[config.mk]
export PLATFORM = sky130hd
export DESIGN_NAME = aes_round_sequencer
export DESIGN_NICKNAME = d
export VERILOG_FILES = /design/src/rtl/aes_ctrl_pkg.sv /design/src/rtl/aes_step_counter.sv /design/src/rtl/aes_round_sequencer.sv
export SDC_FILE = /design/constraint.sdc
export NUM_CORES = 1
export LEC_CHECK = 0
export ABC_AREA = 1
export CAP_MARGIN = 20
export CORE_MARGIN = 5
export CORE_UTILIZATION = 40
export CTS_CLUSTER_DIAMETER = 200
export DETAILED_ROUTE_END_ITERATION = 6
export PLACE_DENSITY_LB_ADDON = 0.12
export SYNTH_ARGS = -nofsm -noshare
export SYNTH_HDL_FRONTEND = slang
export SYNTH_SLANG_ARGS = --single-unit
[constraint.sdc]
create_clock -name CLK -period 2.64 [get_ports CLK]
set_input_delay 0.792 -clock CLK [delete_from_list [all_inputs] [get_ports CLK]]
set_output_delay 0.792 -clock CLK [all_outputs]
set_load 0.1 [all_outputs]
[src/rtl/aes_ctrl_pkg.sv]
// aes_ctrl_pkg: state encoding, datapath mux selects and round-key index helper for the AES round sequencer
package aes_ctrl_pkg;

    typedef enum logic [3:0] {
        S_WAIT, S_KEYEXP, S_ARK0, S_SHIFT, S_SUB, S_ARK, S_MIX, S_MIX_WB, S_DONE
    } state_t;

    localparam logic [1:0] SEL_SHIFT = 2'b00;
    localparam logic [1:0] SEL_SUB   = 2'b01;
    localparam logic [1:0] SEL_ARK   = 2'b10;
    localparam logic [1:0] SEL_MIX   = 2'b11;

    function automatic logic [3:0] key_idx(input logic [3:0] round, input logic mode, input logic [3:0] num_rounds);
        return mode ? num_rounds - round : round;
    endfunction

endpackage

[src/rtl/aes_step_counter.sv]
// aes_step_counter: wrapping up-counter with sync clear, enable and terminal-count flag at MAX
module aes_step_counter #(
    parameter int W   = 4,
    parameter int MAX = 1
) (
    input  logic         clk,
    input  logic         clr,
    input  logic         en,
    output logic [W-1:0] q,
    output logic         tc
);

    assign tc = q == W'(MAX);

    always_ff @(posedge clk) begin
        if (clr) q <= '0;
        else if (en) q <= tc ? '0 : q + 1'b1;
    end

endmodule

[src/rtl/aes_round_sequencer.sv]
// aes_round_sequencer: parametrised AES round-control FSM (encrypt/decrypt); AES_ABORT_EN adds the AES_ABORT input
module aes_round_sequencer
    import aes_ctrl_pkg::*;
#(
    parameter int NUM_ROUNDS    = 10,
    parameter int KEYEXP_CYCLES = 25,
    parameter int NUM_COLS      = 4
) (
    input  logic       CLK,
    input  logic       RESET,
    input  logic       AES_START,
    input  logic       AES_DECRYPT,
`ifdef AES_ABORT_EN
    input  logic       AES_ABORT,
`endif
    output logic       AES_DONE,
    output logic       BUSY,
    output logic [1:0] SELECT,
    output logic       Load_Reg,
    output logic       Load_MC,
    output logic [1:0] COL_SEL,
    output logic [3:0] KEY_IDX,
    output logic       Key_Run
);

    state_t     state, next;
    logic       mode, abort, accept, key_tc, col_tc, final_rnd, rnd_en;
    logic [5:0] unused_key_cnt;
    logic [3:0] round;

    assign accept = state == S_WAIT && AES_START;
    assign BUSY   = state != S_WAIT && state != S_DONE;
`ifdef AES_ABORT_EN
    assign abort  = AES_ABORT && BUSY;
`else
    assign abort  = 1'b0;
`endif

    // Round advances after ARK0, after MIX_WB when decrypting, after a non-final ARK when encrypting
    assign rnd_en = state == S_ARK0 || (state == S_MIX_WB && mode) || (state == S_ARK && !mode && !final_rnd);

    aes_step_counter #(.W(6), .MAX(KEYEXP_CYCLES - 1)) u_key (
        .clk(CLK), .clr(RESET || state != S_KEYEXP), .en(1'b1), .q(unused_key_cnt), .tc(key_tc)
    );

    aes_step_counter #(.W(2), .MAX(NUM_COLS - 1)) u_col (
        .clk(CLK), .clr(RESET || abort), .en(state == S_MIX), .q(COL_SEL), .tc(col_tc)
    );

    aes_step_counter #(.W(4), .MAX(NUM_ROUNDS)) u_round (
        .clk(CLK), .clr(RESET || abort || accept), .en(rnd_en), .q(round), .tc(final_rnd)
    );

    assign KEY_IDX = key_idx(round, mode, 4'(NUM_ROUNDS));

    always_ff @(posedge CLK) begin
        if (RESET) begin
            state <= S_WAIT;
            mode  <= 1'b0;
        end else begin
            state <= next;
            if (accept) mode <= AES_DECRYPT;
        end
    end

    always_comb begin
        next     = S_WAIT;
        SELECT   = SEL_SHIFT;
        Load_Reg = 1'b0;
        Load_MC  = 1'b0;
        Key_Run  = 1'b0;
        AES_DONE = 1'b0;
        case (state)
            S_WAIT:   next = AES_START ? S_KEYEXP : S_WAIT;
            S_KEYEXP: begin Key_Run = 1'b1; next = key_tc ? S_ARK0 : S_KEYEXP; end
            S_ARK0:   begin SELECT = SEL_ARK; Load_Reg = 1'b1; next = mode ? S_SHIFT : S_SUB; end
            S_SHIFT:  begin Load_Reg = 1'b1; next = mode ? S_SUB : (final_rnd ? S_ARK : S_MIX); end
            S_SUB:    begin SELECT = SEL_SUB; Load_Reg = 1'b1; next = mode ? S_ARK : S_SHIFT; end
            S_ARK:    begin SELECT = SEL_ARK; Load_Reg = 1'b1; next = final_rnd ? S_DONE : (mode ? S_MIX : S_SUB); end
            S_MIX:    begin SELECT = SEL_MIX; Load_MC = 1'b1; next = col_tc ? S_MIX_WB : S_MIX; end
            S_MIX_WB: begin SELECT = SEL_MIX; Load_Reg = 1'b1; next = mode ? S_SHIFT : S_ARK; end
            S_DONE:   begin AES_DONE = 1'b1; next = AES_START ? S_DONE : S_WAIT; end
            default:  next = S_WAIT;
        endcase
        if (abort) next = S_WAIT;
    end

endmodule

# Yosys cells after proc, flatten, opt, wreduce, memory -nomap -nowiden
# Index checks and enable logic that the tools add are counted.
# word_totals
word_cells,59
in_bits,4
ff_bits,17
out_inout_bits,13
# op_classes
n_eq_ne,13
n_addsub,4
reduce_logical,17
mux,20
# ops
cell,count
4-bit one-hot mux with 9 select lines,1
4-bit by 3-bit equality test with 1-bit output (second input constant),4
4-bit two-way mux,4
2-bit two-way mux,5
3-bit two-way mux,3
4-bit by 2-bit equality test with 1-bit output (second input constant),2
4-bit equality test (second input constant),2
6-bit by 1-bit adder with 6-bit output (second input constant),1
6-bit by 5-bit equality test with 1-bit output (second input constant),1
1-bit two-way mux,6
2-bit one-hot mux with 3 select lines,1
2-bit OR reduction,3
1-bit logical AND,5
5-bit OR reduction,1
4-bit by 1-bit adder with 4-bit output (second input constant),1
4-bit by 1-bit equality test with 1-bit output (second input constant),1
4-bit zero test,1
1-bit logical OR,4
4-bit by 1-bit != test with 1-bit output (second input constant),1
4-bit != test (second input constant),1
4-bit nonzero test,1
4-bit subtractor (first input constant),1
2-bit by 1-bit adder with 2-bit output (second input constant),1
2-bit equality test (second input constant),1
1-bit zero test,2

# Logic depth before layout (Yosys ltp)
# depth
word_depth,4
ltp_mapped,9
mapped_depth_nobuf,9

# Hierarchy
# A second synthesis with hierarchy kept.
# hier_totals
hier_cells,185
area_unflattened_um2,1104.8
# modules_own_cells
mod,area_per_inst_um2,seq_area_each_um2,instances,cells_per_inst
aes_round_sequencer,494.2,100.1,1,90
aes_step_counter (u_key),314.1,120.1,1,49
aes_step_counter (u_round),196.4,80.1,1,32
aes_step_counter (u_col),100.1,40.0,1,14

# Least setup slack after synthesis
# OpenSTA, ideal clock, no wires.
# synth_timing
kind,register to output
startpoint,register state[2]
endpoint,output Load_Reg
n_path_buf,0
required_time_ps,1848
stages_incl_launch_ff,3
slack_ps,-784
arrival_time_ps,2632
path_cell_list,dfxtp_1 -> nand2_2 -> o21ai_0
# synth_between
elab_chain_len,3
elab_cells_between_ends,7
cone_classes,5 x eq/ne; 1 x mux; 1 x reduce/logical
# synth_rtl
element,line_no,source
start: declaration,aes_round_sequencer.sv:26,"state_t state, next;"
start signal: assignment,aes_round_sequencer.sv:61,state <= next;
4-bit by 2-bit equality test with 1-bit output / 4-bit by 3-bit equality test with 1-bit output (equally long branches),aes_round_sequencer.sv:73,case (state)
5-bit OR reduction (no line) *,--,
1-bit two-way mux *,aes_round_sequencer.sv:73,
end: declaration,aes_round_sequencer.sv:19,"output logic Load_Reg,"
# Every way passes the cells marked *; elsewhere a longest branch is shown, timed or not.

# Final worst setup path
# layout_timing
startpoint,register u_round.q[0]
endpoint,output KEY_IDX[3]
# layout_between
elab_chain_len,2
# layout_rtl
element,line_no,source
start: declaration,aes_step_counter.sv:9,"output logic [W-1:0] q,"
start signal: assignment,aes_step_counter.sv:17,else if (en) q <= tc ? '0 : q + 1'b1;
4-bit subtractor,aes_ctrl_pkg.sv:14,return mode ? num_rounds - round : round;
4-bit two-way mux,aes_ctrl_pkg.sv:14,
end: declaration,aes_round_sequencer.sv:22,"output logic [3:0] KEY_IDX,"
# No other way between the ends.

==> impl_summary.md <==
Run status
The run finished with clean final reports.

Timing
The worst-case headroom to the max-slew limit is about three quarters. The maximum operating frequency is 0.427 GHz. The clock period could shrink to about 2300 ps. Hold timing on the final database bottoms out at a slack of just under 500 ps. The actual slew at the worst max-slew pin is around 380 ps. Adding up every negative setup slack in the final design gives 0 ps.

The number of failing hold endpoints at the final stage was 0. After layout, the worst path uses 88.6% of the clock period. The largest clock skew in the final design is about 14 ps. Setup violations remaining at the end of the flow were counted as 0. Setup repair after global routing left no endpoint under its margin.

The max-slew violation count is 0.

Placement
Detailed placement ended at an HPWL of approximately 1800 microns. Input and output buffers added on the ports amount to 16. At the end of routability-driven placement, the weighted congestion stood at about 0.90.

Clocking
The clock tree from TritonCTS is built. The number of sinks handled by clock tree synthesis is 17. The quantity of gates resized following cts is 0. CTS built an H-tree with a depth of 1. The buffers inserted during post-CTS setup optimization is 0. Clock tree synthesis inserted a total of 3 buffers. For this design, the CTS-stage hold fixing added 0 buffers. Counting along the longest clock path gives a buffer depth of 2. Clock-pin slew was measured on the worst setup and hold paths at approximately 110 ps. At the later pin of the worst-skew pair, clock insertion delay measures 290 ps.

The cell chosen for the clock root is clkbuf_4.

Worst hold path
The class of the most critical hold timing path is flop to flop.

Floorplanning
The region available for standard cell placement spans around 0.0027 sq mm. The floorplan die area is about 0.0039 sq mm. The overall die width is approximately 63 microns.

The die is ~63 microns tall. 17 I/O pins were placed. Once the floorplan was initialized, standard cells occupied 41.2% of the core. The total number of placement rows is 19.

Synth
In this run, synthesis produced a sequential element count of 17. The cell area that synthesis handed to floorplanning was 0.00112 sq mm. Sequential cells were found to cover a little under a third of the synthesized design area. The proportion of synthesized area in mux cells is 0%. The total nets after synthesis is around 170. The xor-xnor portion of the synthesized cell area is about 4.7%. The number of warning messages in the yosys log is 0. In this run the mean area of a mapped cell was between 6 and 7 sq um. The area share of fa/ha/maj cells after synthesis is slightly below 8%.

The cell count after synthesis came out at 162. By area, the combinational part of the netlist is dominated by simple AND/OR/NAND/NOR gates. The synthesized netlist devotes ~38% of its cell area to simple gates. The netlist uses 28 different library cells.

Summing the areas of all compound-gate instances in the mapped netlist gives approximately 7.7% of the synthesized area.

Global route
The first global-routing pass estimated roughly 4000 microns of wire. The number of global-route vias before repair was about 970. The maximum number of pins on one net before global-route repair is 11. After global routing the overflow that remains totals 0. The number of antenna violations at the first check in global routing is 0.

The global-route usage over all layers is between 10% and 20%.

Finish
Summing all multi-input logic gate instances after layout gives between 600 and 700 sq um. The final design utilization is 52.1%. Compared with the post-synthesis result, the final layout area differs by 26.6%. In the final layout, flip-flops and latches occupy around 340 sq um. The most frequent standard cell in the layout excluding fill and tap cells is nand2_1. The number of nets in the finished design is 191. The total of fill cells in the finished design is 270. The post-route netlist has between 20 and 25% of its cells at a drive strength greater than 1. The total inserted antenna cells is 0. Leaving out fill and tap cells, the most frequent cells in the layout are nand2_1 (32), nor2_1 (27), inv_1 (21).

Setup path
The peak per-stage delay on the critical path is 470 ps. Along the worst path, the maximum fanout reaches 8. The critical path is of the flop to primary output type. The kind of cell adding the most delay to the critical path is flip-flops. The launching element type of the critical path is a flop. The worst setup path is captured at a primary output. The data arrival time of the critical path is about 1600 ps. On the critical path, the stage with the largest delay is an instance of dfxtp_1. For the worst setup path, the data required time is ~1900 ps. The critical path goes through inv_1 > o211ai_1 > xor2_2 > buf_12.

The sum of buffers and inverters on the critical path is 2.

Route
After detailed routing, the average wire length per cell comes to around 11 microns. In the routed layout, each cell is associated on average with a via count of 4.74. Once detail routing completed, the nets flagged for antenna violations numbered 0. The number of DRC markers in iteration 0 is 27. For this run, the detailed router's first-pass iteration total came to 4. The routed design has about 2200 microns of wire. The total via count in the routed design is 996. The DRC violation count after routing is 0.

Run
The tool flagged a number of max-cap violations equal to 0.

Power
Across the VDD grid, the largest voltage drop is 0.000250 V. After layout, the design draws a total of 502 uW. The power per cell area is 355 mW/mm^2. The standby leakage power is 0.653 nW.
-- sequential cells by signal (all words and copies together) (netlist names) --
name       cells
u_key.q        6
state          4
u_round.q      4
u_col.q        2
mode           1
-- Yosys cell counts, drive strengths merged --
cell	count	share of area (%)
xnor2	1	0.78
inv	27	9.1
nand2	37	14
o22ai	1	0.56
xor2	5	3.9
nor2	32	13
dfxtp	17	30
o211a	1	0.90
clkbuf	1	1.2
nor3	2	1.3
nand4	2	1.1
o211ai	1	0.67
o21ai	7	3.1
a21oi	4	1.8
nand3	14	9.0
ha	7	7.8
buf	2	1.1
a22oi	1	0.67
-- stage by stage --
step                std cells  instance area (sq um)  setup slack (ps)
global placement          206                   1390               654
CTS                       210                   1410               278
floorplan                 162                   1130             -48.5
detailed placement        206                   1390               606
global route              210                   1410               132
finish                    210                   1410               301
-- worst register-to-register path: cells and delay by family, from the launching register on --
family	cells	cell delay, ps
AOI/OAI and AO/OA	1	120
buffers and inverters	2	220
adders and majority gates	1	240
DFF	1	470
and+or+nand+nor	3	310
-- power breakdown --
group / internal [mW] / leakage [nW] / switching, mW
combinational: 0.0296 / 0.500 / 0.0659
sequential: 0.260 / 0.138 / 0.00639
clock: 0.0586 / 0.0150 / 0.0813
total: 0.348 / 0.653 / 0.154
-- final timing paths --
check          startpoint            to  slack, ps  cells after the start
max          u_round.q[0]    KEY_IDX[3]        300                      4
min            u_key.q[0]    u_key.q[0]        480                      1
max reg2reg  u_round.q[0]  u_round.q[3]       1200                      7
min reg2reg    u_key.q[0]    u_key.q[0]        480                      1
-- cells by family (layout without fill, tap and decap cells) --
kind of cell             Yosys count  in the layout
buffers and inverters             30             47
AND/OR/NAND/NOR                   87             87
AO/OA/AOI/OAI                     15             15
XOR/XNOR                           6              6
adder cells (fa/ha/maj)            7              7
flip-flops                        17             17
-- layout make-up --
| class | instances | share of cell area (%) |
|---|---|---|
| multi-input combinational | 115 | 47.1 |
| sequential | 17 | 24.1 |
| timing repair buffer | 16 | 17.0 |
| inverter | 27 | 7.17 |
| tap | 31 | 2.75 |
| clock buffer | 4 | 1.86 |
-- routing by layer --
| metal | GRT usage, % | routed length [microns] |
|---|---|---|
| met3 | 2.88 | 75 |
| met4 | 5.57 | 17 |
| met1 | 15.2 | 1100 |
| met5 | 0 | 0 |
| met2 | 19.4 | 1040 |
Note: power is estimated with default switching activity, not from simulation.
